`src/rtl/quiz_round_ctrl.sv`:
```
// Mental-math quiz round controller: samples RNG operands/operator, times and judges
// the player's answer, and keeps score and round count across one game.
module quiz_round_ctrl #(
  parameter int unsigned ROUNDS         = 8,
  parameter int unsigned TIMEOUT_CYCLES = 1000
) (
  input  logic       clk,
  input  logic       reset,
  input  logic [3:0] rnd_in,
  input  logic       start,
  input  logic       ans_valid,
  input  logic [7:0] ans_in,
  output logic       count_en,
  output logic [3:0] op_a,
  output logic [3:0] op_b,
  output logic [1:0] op_sel,
  output logic       question_valid,
  output logic       correct,
  output logic       wrong,
  output logic       timeout,
  output logic [3:0] score,
  output logic [3:0] round,
  output logic       done
);

  localparam int unsigned OPW    = 4;
  localparam int unsigned ANSW   = 8;
  localparam int unsigned CNTW   = 4;
  localparam int unsigned TIMERW = 16;

  localparam logic [1:0] OP_ADD = 2'b00;
  localparam logic [1:0] OP_SUB = 2'b01;
  localparam logic [1:0] OP_MUL = 2'b10;

  localparam logic [TIMERW-1:0] TIMER_LAST = TIMERW'(TIMEOUT_CYCLES - 1);
  localparam logic [CNTW-1:0]   ROUND_LAST = CNTW'(ROUNDS);

  typedef enum logic [2:0] {
    IDLE, SAMP_A, SAMP_B, SAMP_OP, CALC, WAIT_ANS, RESULT, DONE
  } state_t;

  state_t state, state_nxt;

  logic [ANSW-1:0]   expected, expected_nxt;
  logic [TIMERW-1:0] timer, timer_nxt;
  logic [OPW-1:0]    op_a_nxt, op_b_nxt, a_calc, b_calc;
  logic [1:0]        op_sel_nxt;
  logic              correct_nxt, wrong_nxt, timeout_nxt;
  logic              question_valid_nxt, done_nxt;
  logic [CNTW-1:0]   score_nxt, round_nxt;

  // State register
  always_ff @(posedge clk or negedge reset) begin
    if (!reset) state <= IDLE;
    else        state <= state_nxt;
  end

  // Next-state and next-output logic
  always_comb begin
    state_nxt    = state;
    op_a_nxt     = op_a;
    op_b_nxt     = op_b;
    op_sel_nxt   = op_sel;
    expected_nxt = expected;
    timer_nxt    = timer;
    score_nxt    = score;
    round_nxt    = round;
    correct_nxt  = 1'b0;
    wrong_nxt    = 1'b0;
    timeout_nxt  = 1'b0;
    a_calc       = op_a;
    b_calc       = op_b;

    case (state)
      IDLE: if (start) state_nxt = SAMP_A;
      SAMP_A: begin
        op_a_nxt  = rnd_in;
        state_nxt = SAMP_B;
      end
      SAMP_B: begin
        op_b_nxt  = rnd_in;
        state_nxt = SAMP_OP;
      end
      SAMP_OP: begin
        op_sel_nxt = (rnd_in[1:0] == 2'b11) ? OP_ADD : rnd_in[1:0];
        state_nxt  = CALC;
      end
      CALC: begin
        // Subtraction is ordered so the answer never goes negative
        if (op_sel == OP_SUB && op_a < op_b) begin
          a_calc = op_b;
          b_calc = op_a;
        end
        op_a_nxt = a_calc;
        op_b_nxt = b_calc;
        case (op_sel)
          OP_SUB:  expected_nxt = ANSW'(a_calc) - ANSW'(b_calc);
          OP_MUL:  expected_nxt = ANSW'(a_calc) * ANSW'(b_calc);
          default: expected_nxt = ANSW'(a_calc) + ANSW'(b_calc);
        endcase
        timer_nxt = '0;
        state_nxt = WAIT_ANS;
      end
      WAIT_ANS: begin
        if (ans_valid) begin
          correct_nxt = (ans_in == expected);
          wrong_nxt   = (ans_in != expected);
          state_nxt   = RESULT;
        end else if (timer == TIMER_LAST) begin
          timeout_nxt = 1'b1;
          state_nxt   = RESULT;
        end else begin
          timer_nxt = timer + TIMERW'(1);
        end
      end
      RESULT: begin
        round_nxt = round + CNTW'(1);
        if (correct) score_nxt = score + CNTW'(1);
        state_nxt = (round_nxt == ROUND_LAST) ? DONE : SAMP_A;
      end
      DONE: begin
        if (start) begin
          score_nxt = '0;
          round_nxt = '0;
          state_nxt = SAMP_A;
        end
      end
      default: state_nxt = IDLE;
    endcase

    question_valid_nxt = (state_nxt == WAIT_ANS);
    done_nxt           = (state_nxt == DONE);
  end

  // Registered datapath and outputs
  always_ff @(posedge clk or negedge reset) begin
    if (!reset) begin
      count_en       <= 1'b1;
      op_a           <= '0;
      op_b           <= '0;
      op_sel         <= OP_ADD;
      expected       <= '0;
      timer          <= '0;
      question_valid <= 1'b0;
      correct        <= 1'b0;
      wrong          <= 1'b0;
      timeout        <= 1'b0;
      score          <= '0;
      round          <= '0;
      done           <= 1'b0;
    end else begin
      count_en       <= 1'b1;
      op_a           <= op_a_nxt;
      op_b           <= op_b_nxt;
      op_sel         <= op_sel_nxt;
      expected       <= expected_nxt;
      timer          <= timer_nxt;
      question_valid <= question_valid_nxt;
      correct        <= correct_nxt;
      wrong          <= wrong_nxt;
      timeout        <= timeout_nxt;
      score          <= score_nxt;
      round          <= round_nxt;
      done           <= done_nxt;
    end
  end

endmodule

```
`config.mk`:
```
export PLATFORM = sky130hd
export DESIGN_NAME = quiz_round_ctrl
export DESIGN_NICKNAME = d
export VERILOG_FILES = /design/src/rtl/quiz_round_ctrl.sv
export SDC_FILE = /design/constraint.sdc
export NUM_CORES = 1
export LEC_CHECK = 0
export ABC_AREA = 1
export CAP_MARGIN = 0
export CORE_MARGIN = 4
export CORE_UTILIZATION = 55
export DETAILED_ROUTE_END_ITERATION = 10
export PLACE_DENSITY = 0.74
export SYNTH_ARGS = -nofsm -noshare
export SYNTH_HDL_FRONTEND = slang
export SYNTH_SLANG_ARGS = --single-unit
```
`constraint.sdc`:
```
create_clock -name clk -period 4.05 [get_ports clk]
set_input_delay 1.215 -clock clk [delete_from_list [all_inputs] [get_ports clk]]
set_output_delay 1.215 -clock clk [all_outputs]
set_load 0.005 [all_outputs]
```
Word-level counts from Yosys, hierarchy flattened
Cells that the tools add are included.
{"block": "totals", "ff_bits": 50, "input_bits": 16, "out_inout_bits": 24, "word_cells": 77}
{"block": "classes", "addsub": 5, "multipliers": 1, "magnitude_cmp": 1, "eq_ne": 20, "n_mux": 27, "n_reduce_logical": 10}
{"operator": "16-bit two-way mux", "count": 2}
{"operator": "16-bit one-hot mux with 2 select lines", "count": 1}
{"operator": "4-bit one-hot mux with 2 select lines", "count": 4}
{"operator": "4-bit two-way mux", "count": 6}
{"operator": "3-bit one-hot mux with 7 select lines", "count": 1}
{"operator": "3-bit == test (second input constant)", "count": 6}
{"operator": "16-bit by 1-bit adder with 16-bit output (second input constant)", "count": 1}
{"operator": "16-bit by 10-bit == test with 1-bit output (second input constant)", "count": 1}
{"operator": "8-bit one-hot mux with 2 select lines", "count": 1}
{"operator": "3-bit two-way mux", "count": 4}
{"operator": "4-bit by 1-bit adder with 4-bit output (second input constant)", "count": 2}
{"operator": "8-bit == test", "count": 1}
{"operator": "4-bit by 4-bit multiplier with 8-bit output", "count": 1}
{"operator": "2-bit inequality test (second input constant)", "count": 4}
{"operator": "8-bit inequality test", "count": 1}
{"operator": "2-bit nonzero test", "count": 4}
{"operator": "1-bit two-way mux", "count": 7}
{"operator": "3-bit by 2-bit == test with 1-bit output (second input constant)", "count": 2}
{"operator": "3-bit AND reduction", "count": 2}
{"operator": "4-bit by 4-bit adder with 5-bit output", "count": 1}
{"operator": "4-bit by 4-bit subtractor with 5-bit output", "count": 1}
{"operator": "2-bit == test (second input constant)", "count": 2}
{"operator": "4-bit == test (second input constant)", "count": 1}
{"operator": "4-bit less-than comparator", "count": 1}
{"operator": "7 further kinds", "count": 7}

Longest topological paths before layout
Gate-level depths: netlist (run 1).
{"block": "logic_depth", "depth_word": 6, "ltp_mapped": 27, "mapped_depth_nobuf": 26}

Worst setup path after synthesis (run 1)
No wires, ideal clock.
{"block": "synth_path", "path_kind": "register to register", "startpoint": "reg op_a[3]", "endpoint": "reg expected[4]", "setup_ns": 0.116, "arrival_ns": 3.637, "t_required_ns": 3.934, "path_slack_ns": 0.297, "path_stages_with_launch": 20, "path_buffers": 1, "period_less_slack_ns": 3.753, "path_cell_list": "dfrtp_1 -> ha_1 -> nand2_1 -> inv_2 -> nor2_2 -> nand2_2 -> buf_6 -> nand2_1 -> o21ai_1 -> inv_1 -> nand2_1 -> fa_1 -> inv_1 -> fa_1 -> fa_1 -> or2_2 -> a31oi_1 -> nand2_1 -> nand2_1 -> nand2_1"}
{"block": "synth_via", "elab_chain_cells": 6, "elab_cells_between_ends": 10, "classes_between": "add/sub: 2; mul: 1; order compare: 1; mux: 5; reduce/logical: 1"}
{"item": "start, declared", "line": "14", "text": "output logic [3:0] op_a,"}
{"item": "start signal, assigned", "line": "153", "text": "op_a <= op_a_nxt;"}
{"item": "4-bit less-than comparator", "line": "90", "text": "if (op_sel == OP_SUB && op_a < op_b) begin"}
{"item": "1-bit logical AND", "line": "90"}
{"item": "4-bit two-way mux", "line": "90"}
{"item": "4-bit two-way mux", "line": "74", "text": "case (state)"}
{"item": "4-bit by 4-bit multiplier with 8-bit output, or another cell as far along", "line": "98", "text": "OP_MUL: expected_nxt = ANSW'(a_calc) * ANSW'(b_calc);"}
{"item": "8-bit one-hot mux with 2 select lines *", "line": "96", "text": "case (op_sel)"}
{"item": "end signal, assigned", "line": "156", "text": "expected <= expected_nxt;"}
{"item": "end, declared", "line": "44", "text": "logic [ANSW-1:0] expected, expected_nxt;"}
Mark *: on every way between the ends. The rest lies on a longest branch, timed or not. The select of a mux whose other input is x is not followed.
A chain may end at the register's enable or synchronous reset.

Final worst setup path (run 1)
{"block": "layout_path", "startpoint": "reg op_b[3]", "endpoint": "reg expected[7]"}
{"block": "layout_via", "elab_chain_cells": 6, "elab_cells_between_ends": 9, "classes_between": "add/sub: 1; mul: 1; order compare: 1; mux: 5; reduce/logical: 1"}
{"item": "start, declared", "line": "15", "text": "output logic [3:0] op_b,"}
{"item": "start signal, assigned", "line": "154", "text": "op_b <= op_b_nxt;"}
{"item": "4-bit less-than comparator", "line": "90"}
{"item": "1-bit logical AND", "line": "90"}
{"item": "4-bit two-way mux", "line": "90"}
{"item": "4-bit two-way mux", "line": "74"}
{"item": "4-bit by 4-bit multiplier with 8-bit output / 4-bit by 4-bit subtractor with 5-bit output (equally long branches)", "line": "98, 97"}
{"item": "8-bit one-hot mux with 2 select lines *", "line": "96"}
Marked as above.

==> reports/qor.csv, run 1 <==
stage,metric,value,unit
status,status,completed,
worst_hold_path,hold_path.class,flip-flop to flip-flop,
critical_path,critPathKind,flip-flop to flip-flop,
die,io_pins,40,
finish,n_fill_cell,545,
cts,clockBufferDepth,2,
finish,finalNetCount,565,
timing,fin_skew,0.0101,ns
critical_path,cp_data_required_time,4.29,ns
timing,slew_viol_final,0,
placed_design,io_buffers,38,
cts,cts_hold_buf,0,
timing,max_freq,267,MHz
global_routing,first_global_vias,2998,
synth,yosys_warnings,0,
finish,area_delta_synth_final,17.3,%
pwr,p_sw_frac,0.483,
critical_path,cpMaxStageDelayCell,fa_1,
detailed_routing,viasPerCell,5.44,
timing,setup_tns,0,ns
cts,cts_tree,done,
finish,layout_common_cells,"nand2_1, inv_1, dfrtp_1, clkdlybuf4s50_1, nor2_1",
timing,hold_viol,0,
synth,synth_nets,516,
timing,tightest_slew,1.12,ns
synth,syn_inst,469,
detailed_routing,firstDrtPassIters,4,
timing,setup_violations,0,
placed_design,post-place-ws,0.105,ns
die,core-area,6350,sq um
cts,cts_num_sinks,50,
detailed_routing,drc,0,
global_routing,groute.usage.overall,0.224,
cts,insertion_delay,0.31,ns
synth,postSynthAreaPerCell,7.69,sq um
critical_path,cp-end-kind,flip-flop,
timing,period_share,0.924,
pwr,fin_total_pwr,3.03,mW
finish,diodes,0,
finish,layout_commonest_cell,nand2_1,
global_routing,grt_pass1_wl,14000,microns
die,chipWidth,89.0,microns
die,die_area,7920,sq um
global_routing,grt_busiest_layer,met2,
cts,cts-buffers-inserted,5,
pwr,p_clk_frac,0.100,
job,maxCapViolCount,0,
timing,setup_slack,0.309,ns
pwr,switchingPower,1.46,mW
die,die_h,89.0,microns
pwr,p_leak,2.03,nW
pwr,p_comb_frac,0.642,
global_routing,global_route.usage.met1,0.289,
global_routing,grt_max_degree,51,
placed_design,place.gp.congestion,0.980,
critical_path,cp.arrival,3.99,ns
global_routing,met2_usage,0.386,
timing,rsz0062_at_grt,no,
detailed_routing,vias,3245,
cts,root_buffer,clkbuf_8,
pwr,seq_power_share,0.258,
synth,syn_area,3610,sq um
detailed_routing,routed_wl,8560,microns
finish,drive_gt1_frac,0.118,
die,rows,29,
placed_design,dp_hpwl,6640,microns
pwr,p_int,1.56,mW
cts,ctsHtreeMaxLevel,2,
pwr,vdd_drop_max,503,uV
pwr,power_density,716,nW/um^2
critical_path,cpPeakStageDelay,0.53,ns
detailed_routing,post_drt_wl_per_cell,14.4,microns
die,start_util,0.568,
synth,synth_cell_types,43,
detailed_routing,ant_nets,0,
critical_path,startpoint_type,flip-flop,
global_routing,antenna_found_initial,0,
critical_path,cpMostUsedCell,nand2_1,
detailed_routing,dr.first_iter.drc_count,101,
synth,yosys_register_bits,50,
synth,synth-seq-area-share,0.347,
cts,path_clk_slew,0.10,ns
timing,fin_crit,3.74,ns
global_routing,met3_usage,0.0332,
critical_path,critical_path.max_fanout,7,
timing,slew_headroom,0.250,
global_routing,gr-total-overflow,0,
==> cell usage after synthesis, drive strengths merged <==
cell type / n / share of area
a211o: 1 / 0.0024
xnor2: 4 / 0.0097
fa: 5 / 0.028
nor2: 40 / 0.047
ha: 26 / 0.090
and2: 1 / 0.0017
o221ai: 8 / 0.019
or2: 5 / 0.0087
nand3: 33 / 0.047
o21ai: 28 / 0.040
xor2: 9 / 0.022
o21bai: 1 / 0.0021
a31oi: 4 / 0.0069
clkbuf: 3 / 0.0031
nor3: 17 / 0.025
o211ai: 1 / 0.0021
dfrtp: 50 / 0.35
inv: 72 / 0.076
conb: 1 / 0.0010
o21a: 1 / 0.0021
o31ai: 8 / 0.028
nand2: 115 / 0.13
nand3b: 2 / 0.0042
a31o: 1 / 0.0024
a21oi: 14 / 0.019
o22ai: 1 / 0.0017
nand4: 10 / 0.017
buf: 5 / 0.011
nor4: 2 / 0.0035
and3b: 1 / 0.0024
==> registers in the layout, summed over array words and instances, names as in the netlist <==
register,flops
timer,16
expected,8
op_a,4
op_b,4
round,4
score,4
state,3
op_sel,2
correct,1
done,1
question_valid,1
timeout,1
wrong,1
==> routing by layer <==
metal	routed length (microns)	share of wire
met2	4350	0.51
met3	281	0.033
met1	3720	0.43
met5	0	0
met4	204	0.024
==> logic make-up (layout without fill, tap and decap cells) <==
family	Yosys count	count (layout)	share of synthesized area
AND/OR/NAND/NOR	226	227	0.286
buffers and inverters	80	129	0.0899
AO/OA/AOI/OAI	68	68	0.126
flip-flops	50	50	0.347
adder cells (fa/ha/maj)	31	31	0.118
XOR/XNOR	13	13	0.0316
other	1	1	0.00104
==> power groups by stage <==
stage          logic (mW)  clock network [mW]  registers [mW]
6_report             1.94               0.303           0.780
5_1_grt              2.21               0.330           0.801
4_1_cts              1.92               0.308           0.778
3_5_place_dp         1.91                   0           0.788
3_3_place_gp         1.89                   0           0.781
2_1_floorplan        1.28                   0           0.774
==> metrics by stage <==
step                      hold WS (ns)  instances  cell area [sq um]   util
final                            0.513        596               4230  0.666
after global routing             0.548        596               4230  0.666
after CTS                        0.513        594               4190  0.660
after detailed placement         0.493        586               4100  0.646
after global placement           0.490        586               4100  0.646
after floorplan                  0.463        469               3610      -
==> path summary, 6_finish.rpt <==
check / from / endpoint / slack (ns) / cells after the start
max in group asynchronous: reset / timer[3] / 2.24 / 1
min in group asynchronous: reset / timer[7] / 1.11 / 1
min: expected[6] / expected[6] / 0.51 / 2
max reg2reg: op_b[3] / expected[7] / 0.31 / 25
min reg2reg: expected[6] / expected[6] / 0.51 / 2
max: op_b[3] / expected[7] / 0.31 / 25
==> critical path, delay by kind of cell, from the launching register on <==
family                   cells  cell delay [ns]
flip-flops                   1             0.42
buffers and inverters        4             0.27
AND/OR/NAND/NOR             15             1.13
AO/OA/AOI/OAI                2             0.19
adder cells (fa/ha/maj)      4             1.67
==> layout make-up <==
type | count | area (sq um) | area share
multi-input combinational | 340 | 2060 | 0.487
sequential | 50 | 1250 | 0.296
timing repair buffer | 49 | 458 | 0.108
inverter | 72 | 273 | 0.0645
tap | 77 | 96.3 | 0.0228
clock buffer | 5 | 68.8 | 0.0163
clock inverter | 3 | 21.3 | 0.00503
==> what timing repair did <==
item,CTS,global route
gates resized for setup,0,7
hold endpoints to repair,0,0
buffers inserted,0,1
setup endpoints to repair,0,3
Note: power is estimated with default switching activity, not from simulation.
==> run 2: changes to the inputs <==
--- a/config.mk
+++ b/config.mk
@@ -9,6 +9,8 @@
 export CAP_MARGIN = 0
 export CORE_MARGIN = 4
 export CORE_UTILIZATION = 55
+export CTS_BUF_LIST = sky130_fd_sc_hd__clkbuf_16
+export CTS_CLUSTER_SIZE = 10
 export DETAILED_ROUTE_END_ITERATION = 10
 export PLACE_DENSITY = 0.74
 export SYNTH_ARGS = -nofsm -noshare
==> reports/qor.csv, run 2 (synthesis gave the netlist of run 1 again) <==
stage,metric,value,unit
pwr,seq_power_share,0.248,
finish,layout_common_cells,"nand2_1, inv_1, dfrtp_1, clkdlybuf4s50_1, nor2_1",
timing,slew_headroom,0.242,
pwr,p_sw_frac,0.469,
detailed_routing,ant_nets,0,
die,die_area,7920,sq um
critical_path,cp.arrival,3.97,ns
global_routing,antenna_found_initial,0,
finish,finalNetCount,565,
global_routing,first_global_vias,2992,
finish,area_delta_synth_final,18.7,%
pwr,p_leak,2.04,nW
placed_design,dp_hpwl,6640,microns
cts,path_clk_slew,0.07,ns
die,chipWidth,89.0,microns
global_routing,gr-total-overflow,0,
pwr,switchingPower,1.48,mW
pwr,p_comb_frac,0.618,
timing,slew_viol_final,0,
die,io_pins,40,
cts,cts_tree,done,
die,start_util,0.568,
placed_design,place_inst,586,
die,rows,29,
cts,clockBufferDepth,2,
timing,setup_violations,0,
worst_hold_path,whs_path_depth,2,
placed_design,io_buffers,38,
global_routing,groute.usage.overall,0.226,
finish,largest_reg_flops,16,
status,status,completed,
pwr,p_int,1.67,mW
worst_hold_path,hold_start,expected[4],
finish,reg_top3,"timer (16), expected (8)",
timing,setup_slack,0.304,ns
timing,fin_skew,0.00823,ns
cts,cts-buffers-inserted,5,
cts,ctsHtreeMaxLevel,2,
placed_design,place.gp.congestion,0.980,
detailed_routing,dr.first_iter.drc_count,151,
global_routing,grt_max_degree,51,
critical_path,startpoint_type,flip-flop,
finish,drive_gt1_frac,0.116,
critical_path,ff2ff_path_depth,25,
timing,max_freq,267,MHz
critical_path,critPathKind,flip-flop to flip-flop,
cts,cts_hold_buf,0,
cts,root_buffer,clkbuf_16,
die,die_h,89.0,microns
job,maxCapViolCount,0,
timing,tightest_slew,1.14,ns
pwr,vdd_drop_max,528,uV
placed_design,post-place-ws,0.105,ns
timing,fin_crit,3.75,ns
timing,hold-worst-slack,0.506,ns
pwr,power_density,735,nW/um^2
die,core-area,6350,sq um
critical_path,r2r-start,op_b[3],
detailed_routing,firstDrtPassIters,4,
detailed_routing,post_drt_wl_per_cell,14.5,microns
worst_hold_path,min_to,expected[4],
finish,design_area,4280,sq um
finish,diodes,0,
placed_design,placed_area,4100,sq um
detailed_routing,vias,3224,
pwr,p_clk_frac,0.133,
detailed_routing,routed_wl,8660,microns
finish,regMostFlops,timer,
detailed_routing,viasPerCell,5.41,
finish,fin_cells,596,
timing,hold_viol,0,
critical_path,r2r-end,expected[7],
cts,cts_num_sinks,50,
global_routing,grt_pass1_wl,14100,microns
worst_hold_path,hold_path.class,flip-flop to flip-flop,
critical_path,cp_data_required_time,4.27,ns
finish,layout_commonest_cell,nand2_1,
critical_path,reg2reg_slack,0.30,ns
critical_path,critical_path.max_fanout,7,
timing,period_share,0.925,
cts,insertion_delay,0.29,ns
detailed_routing,drc,0,
critical_path,cp-end-kind,flip-flop,
## run 2: cell counts in the layout (fill, tap and decap cells not counted)
Identical to the previous run, type by type.
## run 2: how the worst max path moves through the flow
stage	depth (start not counted)	from	slack, ns	to
after floorplan	19	op_a[3]	0.30	expected[4]
after global placement	25	op_b[3]	0.21	expected[7]
after detailed placement	25	op_b[3]	0.11	expected[7]
after CTS	25	op_b[3]	0.09	expected[7]
after global routing	25	op_b[3]	-0.003	expected[7]
final	25	op_b[3]	0.30	expected[7]
## run 2: metrics by stage
stage,power [mW],setup TNS (ns),utilization
after floorplan,2.06,0,-
after global placement,2.67,0,0.646
after detailed placement,2.70,0,0.646
after CTS,3.13,0,0.669
after global routing,3.46,-0.00309,0.674
final,3.15,0,0.674
## run 2: per-layer routing
| layer | wire [microns] | vias up | track usage |
|---|---|---|---|
| li1 | - | 1637 | - |
| met1 | 3830 | 1528 | 0.291 |
| met2 | 4500 | 51 | 0.393 |
| met3 | 225 | 8 | 0.0323 |
| met4 | 112 | 0 | 0.0677 |
| met5 | 0 | - | 0 |
## run 2: repair_timing
| item | 4_1_cts | 5_1_grt |
|---|---|---|
| setup buffers | 0 | 1 |
| setup endpoints to repair | 0 | 3 |
| gates resized for setup | 0 | 6 |
## run 2: critical path, stage by stage (launching register included)
cell     delay, ns
dfrtp_1       0.41
inv_2         0.09
ha_2          0.31
nand2_1       0.10
inv_2         0.05
nor2_4        0.16
nand2_4       0.10
nand2_1       0.07
o21ai_1       0.07
inv_1         0.08
nand2_1       0.07
fa_1          0.53
inv_1         0.05
fa_1          0.51
ha_1          0.32
nand3_1       0.08
nand3_1       0.10
nand2_1       0.07
nand2_1       0.06
a21oi_2       0.12
nor2_1        0.05
nor2_1        0.08
nand2_1       0.06
nand2_1       0.06
nand2_1       0.04
nand2_1       0.05
## run 2: power by group through the flow
stage                     logic, mW  clock network, mW  registers, mW
final                          1.95              0.420          0.781
after global routing           2.21              0.447          0.801
after CTS                      1.92              0.426          0.780
after detailed placement       1.91                  0          0.788
after global placement         1.89                  0          0.781
after floorplan                1.28                  0          0.774
## run 2: cell type report
cell class | instances | area, sq um
inverters | 72 | 273
clock inverters | 3 | 21.3
clock buffers | 5 | 125
well taps | 77 | 96.3
repair buffers | 49 | 458
multi-input cells | 340 | 2060
fillers | 538 | 2070
flip-flops and latches | 50 | 1250
==> run 3: changes to the inputs <==
--- a/config.mk
+++ b/config.mk
@@ -13,6 +13,8 @@
 export CTS_CLUSTER_SIZE = 10
 export DETAILED_ROUTE_END_ITERATION = 10
 export PLACE_DENSITY = 0.74
+export SETUP_SLACK_MARGIN = 0.1
+export SKIP_CTS_REPAIR_TIMING = 1
 export SYNTH_ARGS = -nofsm -noshare
 export SYNTH_HDL_FRONTEND = slang
 export SYNTH_SLANG_ARGS = --single-unit
==> constraint.sdc (replaced) <==
create_clock -name clk -period 4.5 [get_ports clk]
set_input_delay 1.35 -clock clk [delete_from_list [all_inputs] [get_ports clk]]
set_output_delay 1.35 -clock clk [all_outputs]
set_load 0.005 [all_outputs]
==> reports/qor.csv, run 3 (synthesis gave the netlist of run 1 again) <==
stage,metric,value,unit
placed_design,place_inst,577,
timing,hold_viol,0,
critical_path,cp-end-kind,flip-flop,
timing,period_share,0.905,
timing,fin_crit,4.07,ns
global_routing,antenna_found_initial,0,
detailed_routing,dr.first_iter.drc_count,166,
timing,max_freq,246,MHz
pwr,seq_power_share,0.259,
global_routing,grt_pass1_wl,14200,microns
die,chipWidth,89.0,microns
critical_path,cpPeakStageDelay,0.54,ns
pwr,switchingPower,1.30,mW
cts,clockBufferDepth,2,
detailed_routing,viasPerCell,5.53,
critical_path,critPathKind,flip-flop to flip-flop,
critical_path,startpoint_type,flip-flop,
finish,largest_reg_flops,16,
detailed_routing,vias,3237,
timing,slew_headroom,0.365,
placed_design,post-place-ws,0.404,ns
timing,setup_slack,0.429,ns
finish,layout_commonest_cell,nand2_1,
status,status,completed,
die,io_pins,40,
detailed_routing,ant_nets,0,
worst_hold_path,hold_path.class,flip-flop to flip-flop,
timing,tightest_slew,0.947,ns
timing,setup_tns,0,ns
finish,post-route-util,0.660,
pwr,power_density,651,nW/um^2
detailed_routing,drc,0,
critical_path,cpMostUsedCell,nand2_1,
placed_design,io_buffers,38,
timing,hold-worst-slack,0.507,ns
critical_path,critical_path.max_fanout,13,
detailed_routing,post_drt_wl_per_cell,14.3,microns
cts,cts_tree,done,
cts,cts_num_sinks,50,
finish,reg_top3,"timer (16), expected (8)",
pwr,vdd_drop_max,525,uV
finish,fin_cells,585,
finish,drive_gt1_frac,0.0906,
timing,setup_violations,0,
global_routing,first_global_vias,3113,
critical_path,cpMaxStageDelayCell,fa_1,
finish,finalNetCount,554,
cts,cts-buffers-inserted,5,
die,die_h,89.0,microns
pwr,p_sw_frac,0.476,
placed_design,dp_hpwl,6610,microns
finish,regMostFlops,timer,
detailed_routing,routed_wl,8370,microns
pwr,p_comb_frac,0.602,
critical_path,cp.arrival,4.30,ns
job,maxCapViolCount,0,
timing,rsz0062_at_grt,no,
pwr,p_clk_frac,0.139,
die,die_area,7920,sq um
die,rows,29,
critical_path,cp_data_required_time,4.72,ns
finish,area_delta_synth_final,16.2,%
cts,path_clk_slew,0.07,ns
pwr,p_leak,1.99,nW
die,core-area,6350,sq um
pwr,p_int,1.43,mW
cts,ctsHtreeMaxLevel,2,
timing,fin_skew,0.00956,ns
global_routing,grt_max_degree,35,
global_routing,gr-total-overflow,0,
placed_design,place.gp.congestion,0.963,
timing,slew_viol_final,0,
detailed_routing,firstDrtPassIters,4,
cts,root_buffer,clkbuf_16,
cts,insertion_delay,0.29,ns
finish,layout_common_cells,"nand2_1, inv_1, dfrtp_1, clkdlybuf4s50_1, nor2_1",
critical_path,path_cells,"ha_1, nand2_1, inv_2, nor2_2, nand2_4, nand2_1, o21ai_1, inv_1, nand2_1, fa_1, inv_1, fa_1, ha_1, nand3_1, nand3_1, nand2_1, nand2_1, a21oi_1, nor2_1, nor2_1, nand2_1, nand2_1, nand2_1, nand2_1",
global_routing,groute.usage.overall,0.227,
finish,diodes,0,
die,start_util,0.568,
## run 3: area by class of cell
type | count | area (sq um)
flip-flops and latches | 50 | 1250
multi-input cells | 339 | 2040
inverters | 72 | 273
repair buffers | 39 | 383
fillers | 570 | 2160
clock inverters | 3 | 23.8
well taps | 77 | 96.3
clock buffers | 5 | 125
## run 3: final timing paths
check / startpoint / to / slack (ns) / depth (start not counted)
min in group asynchronous: reset / timer[7] / 0.97 / 1
worst max register to register: op_a[3] / expected[7] / 0.43 / 24
worst max-delay path: op_a[3] / expected[7] / 0.43 / 24
worst min register to register: expected[5] / expected[5] / 0.51 / 2
max in group asynchronous: reset / op_b[3] / 2.76 / 2
worst min-delay path: expected[5] / expected[5] / 0.51 / 2
## run 3: worst max-delay path: cells and delay by family (launching register included)
kind	cells	cell delay (ns)
adder cells (fa/ha/maj)	4	1.81
AO/OA/AOI/OAI	2	0.29
flip-flops	1	0.44
AND/OR/NAND/NOR	15	1.27
buffers and inverters	3	0.20
## run 3: power groups by stage
stage	sequential, mW	combinational, mW	clock [mW]
4_1_cts	0.706	1.64	0.392
3_5_place_dp	0.714	1.63	0
2_1_floorplan	0.697	1.16	0
5_1_grt	0.725	1.88	0.411
3_3_place_gp	0.705	1.61	0
6_report	0.706	1.64	0.380
## run 3: metal layers
metal,vias up,track usage,share of wire
li1,1619,-,-
met3,16,0.0341,0.041
met4,0,0.0853,0.026
met2,74,0.395,0.51
met1,1528,0.284,0.42
met5,-,0,0
## run 3: stage by stage
step / power [mW] / area (sq um)
floorplan: 1.85 / 3610
global placement: 2.31 / 4030
detailed placement: 2.35 / 4030
global route: 3.02 / 4190
finish: 2.73 / 4190
CTS: 2.74 / 4180
